[src/rtl/stream_mux_arb_if.sv]
// stream_mux_arb_if
//   Bundle of the handshake and data signals around stream_mux_arb.
//   master : the producer/consumer side (drives in_*, out_ready).
//   slave  : the multiplexer side (drives in_ready, out_*).
// Signals
//   in_valid[N]      per-channel beat valid
//   in_data[N*WIDTH] channel i at [i*WIDTH +: WIDTH]
//   in_last[N]       final beat of a packet
//   in_ready[N]      per-channel accept (combinational in the slave)
//   out_valid        output register holds a beat
//   out_data[WIDTH]  registered data
//   out_last         registered last flag
//   out_sel[SELW]    channel the held beat came from
//   out_ready        downstream accept
interface stream_mux_arb_if #(
  parameter int N     = 2,
  parameter int WIDTH = 4,
  parameter int SELW  = (N > 1) ? $clog2(N) : 1
);
  logic [N-1:0]       in_valid;
  logic [N*WIDTH-1:0] in_data;
  logic [N-1:0]       in_last;
  logic [N-1:0]       in_ready;
  logic               out_valid;
  logic [WIDTH-1:0]   out_data;
  logic               out_last;
  logic [SELW-1:0]    out_sel;
  logic               out_ready;

  modport master (
    output in_valid, in_data, in_last, out_ready,
    input  in_ready, out_valid, out_data, out_last, out_sel
  );

  modport slave (
    input  in_valid, in_data, in_last, out_ready,
    output in_ready, out_valid, out_data, out_last, out_sel
  );
endinterface

[src/rtl/stream_mux_arb.sv]
// stream_mux_arb
//   N-input registered stream multiplexer with a built-in arbiter.
//   MODE 0 = round-robin (pointer moves past the channel that finished a
//   packet), MODE 1 = fixed priority (lowest index wins). Once a non-last
//   beat is accepted the channel is locked until its last beat, so packets
//   are never interleaved.
// Ports
//   clk   : clock, all state on the rising edge
//   reset : synchronous active-high reset
//   bus   : stream_mux_arb_if.slave (in_valid/in_data/in_last/in_ready,
//           out_valid/out_data/out_last/out_sel/out_ready)
module stream_mux_arb #(
  parameter int WIDTH = 4,
  parameter int N     = 2,
  parameter int MODE  = 0
) (
  input  logic             clk,
  input  logic             reset,
  stream_mux_arb_if.slave  bus
);
  localparam int SELW = (N > 1) ? $clog2(N) : 1;

  typedef enum logic {
    UNLOCKED = 1'b0,
    LOCKED   = 1'b1
  } lock_state_t;

  lock_state_t      state_q, state_d;
  logic [SELW-1:0]  lock_ch_q, lock_ch_d;
  logic [SELW-1:0]  ptr_q, ptr_d;
  logic             out_valid_q, out_valid_d;
  logic [WIDTH-1:0] out_data_q, out_data_d;
  logic             out_last_q, out_last_d;
  logic [SELW-1:0]  out_sel_q, out_sel_d;

  logic             free;
  logic             grant_valid;
  logic [SELW-1:0]  grant_idx;
  logic             accept;
  int               cand;
  logic [SELW-1:0]  cand_idx;

  logic [WIDTH-1:0] ch_data [N];

  genvar gi;
  generate
    for (gi = 0; gi < N; gi++) begin : g_ch
      assign ch_data[gi] = bus.in_data[gi*WIDTH +: WIDTH];
      assign bus.in_ready[gi] = free & grant_valid & (grant_idx == SELW'(gi)) & ~reset;
    end
  endgenerate

  assign free = ~out_valid_q | bus.out_ready;

  // Grant selection. Loops run from the far end downwards so the
  // highest-priority candidate is the last one written.
  always_comb begin
    grant_valid = 1'b0;
    grant_idx   = '0;
    cand        = 0;
    cand_idx    = '0;
    if (state_q == LOCKED) begin
      // Mid-packet: only the owning channel may proceed.
      grant_valid = bus.in_valid[lock_ch_q];
      grant_idx   = lock_ch_q;
    end else if (MODE == 1) begin
      for (int k = N - 1; k >= 0; k--) begin
        if (bus.in_valid[SELW'(k)]) begin
          grant_valid = 1'b1;
          grant_idx   = SELW'(k);
        end
      end
    end else begin
      for (int k = N - 1; k >= 0; k--) begin
        cand = int'(ptr_q) + k;
        if (cand >= N) cand = cand - N;
        cand_idx = cand[SELW-1:0];
        if (bus.in_valid[cand_idx]) begin
          grant_valid = 1'b1;
          grant_idx   = cand_idx;
        end
      end
    end
  end

  // grant_valid already implies in_valid of the granted channel.
  assign accept = grant_valid & free & ~reset;

  always_comb begin
    state_d     = state_q;
    lock_ch_d   = lock_ch_q;
    ptr_d       = ptr_q;
    out_valid_d = out_valid_q;
    out_data_d  = out_data_q;
    out_last_d  = out_last_q;
    out_sel_d   = out_sel_q;
    if (accept) begin
      out_valid_d = 1'b1;
      out_data_d  = ch_data[grant_idx];
      out_last_d  = bus.in_last[grant_idx];
      out_sel_d   = grant_idx;
      if (bus.in_last[grant_idx]) begin
        state_d = UNLOCKED;
        if (MODE == 0) begin
          ptr_d = (grant_idx == SELW'(N - 1)) ? '0 : grant_idx + 1'b1;
        end
      end else begin
        state_d   = LOCKED;
        lock_ch_d = grant_idx;
      end
    end else if (free) begin
      // Beat consumed downstream with nothing to replace it; payload kept.
      out_valid_d = 1'b0;
    end
  end

  always_ff @(posedge clk) begin
    if (reset) begin
      state_q     <= UNLOCKED;
      lock_ch_q   <= '0;
      ptr_q       <= '0;
      out_valid_q <= 1'b0;
      out_data_q  <= '0;
      out_last_q  <= 1'b0;
      out_sel_q   <= '0;
    end else begin
      state_q     <= state_d;
      lock_ch_q   <= lock_ch_d;
      ptr_q       <= ptr_d;
      out_valid_q <= out_valid_d;
      out_data_q  <= out_data_d;
      out_last_q  <= out_last_d;
      out_sel_q   <= out_sel_d;
    end
  end

  assign bus.out_valid = out_valid_q;
  assign bus.out_data  = out_data_q;
  assign bus.out_last  = out_last_q;
  assign bus.out_sel   = out_sel_q;
endmodule

[src/flat_wrapper.sv]
// flat-port wrapper written by rule: the top's interface ports become plain ports
module stream_mux_arb_flat 
#(
  parameter int WIDTH = 4,
  parameter int N     = 2,
  parameter int MODE  = 0
)
  (clk, reset, bus_in_valid, bus_in_data, bus_in_last, bus_out_ready, bus_in_ready, bus_out_valid, bus_out_data, bus_out_last, bus_out_sel);
  stream_mux_arb_if #(.N(N), .WIDTH(WIDTH)) bus_i ();
  input  logic clk;
  input  logic reset;
  input wire logic [$bits(bus_i.in_valid)-1:0] bus_in_valid;
  input wire logic [$bits(bus_i.in_data)-1:0] bus_in_data;
  input wire logic [$bits(bus_i.in_last)-1:0] bus_in_last;
  input wire logic [$bits(bus_i.out_ready)-1:0] bus_out_ready;
  output wire logic [$bits(bus_i.in_ready)-1:0] bus_in_ready;
  output wire logic [$bits(bus_i.out_valid)-1:0] bus_out_valid;
  output wire logic [$bits(bus_i.out_data)-1:0] bus_out_data;
  output wire logic [$bits(bus_i.out_last)-1:0] bus_out_last;
  output wire logic [$bits(bus_i.out_sel)-1:0] bus_out_sel;
  assign bus_i.in_valid = bus_in_valid;
  assign bus_i.in_data = bus_in_data;
  assign bus_i.in_last = bus_in_last;
  assign bus_i.out_ready = bus_out_ready;
  assign bus_in_ready = bus_i.in_ready;
  assign bus_out_valid = bus_i.out_valid;
  assign bus_out_data = bus_i.out_data;
  assign bus_out_last = bus_i.out_last;
  assign bus_out_sel = bus_i.out_sel;
  stream_mux_arb #(.WIDTH(WIDTH), .N(N), .MODE(MODE)) u_core (.clk(clk), .reset(reset), .bus(bus_i));
endmodule
[config.mk]
export PLATFORM = sky130hd
export DESIGN_NAME = stream_mux_arb_flat
export DESIGN_NICKNAME = d
export VERILOG_FILES = /design/src/rtl/stream_mux_arb_if.sv /design/src/rtl/stream_mux_arb.sv /design/src/flat_wrapper.sv
export SDC_FILE = /design/constraint.sdc
export NUM_CORES = 1
export LEC_CHECK = 0
export BUFFER_PORTS_ARGS = -buffer_cell sky130_fd_sc_hd__buf_2
export CELL_PAD_IN_SITES_DETAIL_PLACEMENT = 2
export CELL_PAD_IN_SITES_GLOBAL_PLACEMENT = 2
export CORE_ASPECT_RATIO = 1.4
export CORE_UTILIZATION = 21
export CTS_CLUSTER_DIAMETER = 50
export DETAILED_ROUTE_END_ITERATION = 12
export GPL_TIMING_DRIVEN = 1
export PLACE_DENSITY = 0.72
export SLEW_MARGIN = 20
export SYNTH_ARGS = -nofsm -noshare
export SYNTH_HDL_FRONTEND = slang
export SYNTH_SLANG_ARGS = --single-unit
[constraint.sdc]
create_clock -name clk -period 1.5 [get_ports clk]
set_input_delay 0.075 -clock clk [delete_from_list [all_inputs] [get_ports clk]]
set_output_delay 0.075 -clock clk [all_outputs]
set_load 0.01 [all_outputs]
==> results by group <==
Yosys
  – Cells after Synth: 57
  – Post-synth top cells: nor2_1 (12), dfxtp_1 (10), nand2_1 (8)
  – Ys Warns: 0
  – Cell area after synthesis: 515.5 µm²
  – Top FF cell, synth: dfxtp_1
  – Top post-synthesis cells by area: dfxtp_1 (39%), nor2_1 (8.7%), mux2i_1 (5.8%)
  – Post-synthesis compound-gate area fraction: 0.2718
  – Post-synth top area share: 0.3883
  – Synth unique cells: 22
  – Post-synth ARST share: 0
  – Post-synth EDFFs: 0
  – Synth area leader: dfxtp_1
  – Synth Area in Simple Gates: 0.2451
  – Synth Register Bits: 10
  – Avg Cell Area, Syn: 9.044 µm²
  – Syn nets: 72
  – Most frequent cell after synthesis: nor2_1
  – XOR/XNOR Fraction of Synth Area: 0
  – Sequential share of the synthesized area: 0.3883
  – Mux cell area share after synthesis: 0.05825
  – Main combinational cell family by area after synthesis: compound AO/OA/AOI/OAI gates
  – Post-Synth Adder-Cell Area: 0

Global route
  – First-pass GRT wire length: 2601 µm
  – Global route overflow: 0
  – Largest net degree at the start of global routing: 12
  – Vias in the first global route: 579
  – Initial antenna violation count: 0
  – Tot GR Track Use: 0.1358

Clocking
  – CTS buffer count: 3
  – CTS tree: done
  – CTS clk-pin slew, worst paths: 0.07 ns
  – Clock Tree Buf Depth: 2
  – Clock Sinks: 10
  – CTS root buffer: clkbuf_4
  – Worst skew pair latency: 0.26 ns
  – Htree depth: 1

Floorplanning
  – Row Count: 20
  – Core ar.: 2252 µm²
  – Die Area: 2660 µm²
  – Die Wd: 43.88 µm
  – Starting density of the core: 0.2289
  – I/O pin count: 24
  – Die H: 60.62 µm

Worst hold path
  – Hold depth: 3
  – Worst hold path type: in -> reg
  – Min-delay src: bus_in_data[4]

Placed design
  – Setup WS pre-CTS: -0.03677 ns
  – Detailed Place HPWL: 1162 µm
  – Buffers on Ports: 23
  – Routability cong.: 0.7080

Worst setup path
  – Crit path launch type: register
  – Setup crit end kind: primary output
  – Worst Path Max Fanout: 3
  – Reg2Reg Depth: 7
  – Critical Path RT: 1.42 ns
  – Crit path from: u_core.lock_ch_q
  – Critical R2R Launch: u_core.lock_ch_q
  – Arrival time of the worst setup path: 1.58 ns
  – Crit Path Class: reg -> out

STA
  – Slew headroom: 0.7643
  – Worst setup margin: -0.1567 ns
  – Tmin final: 1.657 ns
  – Period utilization: 1.104
  – Slew @ Worst Pin: 0.3536 ns
  – Clock skew: 0.003064 ns
  – RSZ-0062 raised after global routing: yes
  – Slew Viols, Final: 0
  – Fmax: 0.6036 GHz
  – TNS Setup: -0.5736 ns
  – Final Hold Fails: 0
  – Final setup vio count: 5

Finish
  – Area Growth Syn to Fin: 66.50%
  – FILL cells: 265
  – Proportion of layout cells with a drive suffix above 1: 0.5670
  – # nets final: 113
  – Antenna Cells: 0

Outcome
  – Status: finished with violations
  – Failing checks: DRC, setup timing

Pwr
  – Internal Power: 568.8 µW
  – Pwr Density: 926.7 nW/µm²
  – Peak VDD IR: 263.1 µV
  – Clk pwr share: 0.303
  – Combinational Power Share: 0.311
  – Switching Power: 226.6 µW
  – Leakage power: 0.3990 nW
  – Part of the power in registers: 0.386
  – Sw Ratio: 0.2849

Routing
  – Via/cell ratio: 4.832
  – Routed wire length per instance: 14.00 µm
  – DR vias: 575
  – Drt drc: 2
  – Iter 0 DRT Violations: 5
  – WL final: 1666 µm
  – Drt pass-1 iters: 10
  – DRT antenna net count: 0

Job
  – Max-Cap Viols: 0
[cells by family (layout without fill, tap and decap cells)]
family	Yosys count	in the layout
simple gates	28	28
compound gates	13	13
flops	10	10
mux	3	3
buf+inv	3	43
[layer usage]
metal | vias to the layer above | wire (µm) | track usage
met4 | 0 | 0 | 0.06494
met1 | 277 | 674 | 0.1530
met2 | 16 | 920 | 0.2431
met5 | - | 0 | 0
li1 | 282 | - | -
met3 | 0 | 71 | 0.02679
[final cells by class]
type / count / area [µm²] / area share
tap: 22 / 27.53 / 0.03207
clock buffer: 4 / 36.28 / 0.04227
multi-input combinational: 44 / 330.3 / 0.3848
sequential: 10 / 202.7 / 0.2362
timing repair buffer: 38 / 257.7 / 0.3003
inverter: 1 / 3.754 / 0.004373
[worst max-delay path, cell delays in order (launching register included)]
cell and delay [ns]:
dfxtp_2 0.33, mux2i_2 0.16, a2111oi_4 0.38, buf_4 0.20
and2_4 0.15, buf_6 0.09
[per-stage QoR]
| stage | power [mW] | std cells | hold slack (ns) | utilization | instance area, µm² |
|---|---|---|---|---|---|
| 2_1_floorplan | 0.4179 | 57 | 0.2340 | - | 520.5 |
| 3_3_place_gp | 0.4879 | 105 | 0.3636 | 0.3044 | 685.7 |
| 3_5_place_dp | 0.4938 | 105 | 0.3528 | 0.3044 | 685.7 |
| 4_1_cts | 0.7568 | 112 | 0.06777 | 0.3356 | 755.7 |
| 5_1_grt | 0.8521 | 119 | 0.05880 | 0.3811 | 858.3 |
| 6_report | 0.7954 | 119 | 0.07722 | 0.3811 | 858.3 |
[worst paths after layout]
kind / endpoint / slack, ns
hold reg to reg: u_core.bus.out_last / 0.48
hold / removal: u_core.bus.out_data[0] / 0.08
setup / recovery: bus_in_ready[0] / -0.16
setup reg to reg: u_core.bus.out_data[1] / -0.11
[power groups by stage]
stage	registers, mW	clock network (mW)	logic (mW)
after detailed placement	0.313	0	0.181
after global placement	0.312	0	0.176
after CTS	0.306	0.250	0.201
after global routing	0.311	0.272	0.269
final	0.307	0.241	0.248
after floorplan	0.320	0	0.0983
[sequential cells by signal (all words and copies together) (netlist names)]
| name | count |
|---|---|
| u_core.bus.out_data | 4 |
| u_core.bus.out_last | 1 |
| u_core.bus.out_sel | 1 |
| u_core.bus.out_valid | 1 |
| u_core.lock_ch_q | 1 |
| u_core.ptr_q | 1 |
| u_core.state_q | 1 |
[what timing repair did]
action | 4_1_cts | 5_1_grt
setup buffers | 3 | 8
resized for setup | 3 | 8
setup endpoints to repair | 5 | 11
hold buffers | 0 | 0
pin swaps | 2 | 4
[cell usage in the layout (no fill, tap or decap), drive strengths merged, types with 3 or more instances in the layout]
cell type	n
nand2	8
nor2	12
mux2i	3
a311oi	4
buf	38
dfxtp	10
clkbuf	4
a21oi	3
a2111oi	3
Note: power is estimated with default switching activity, not from simulation.
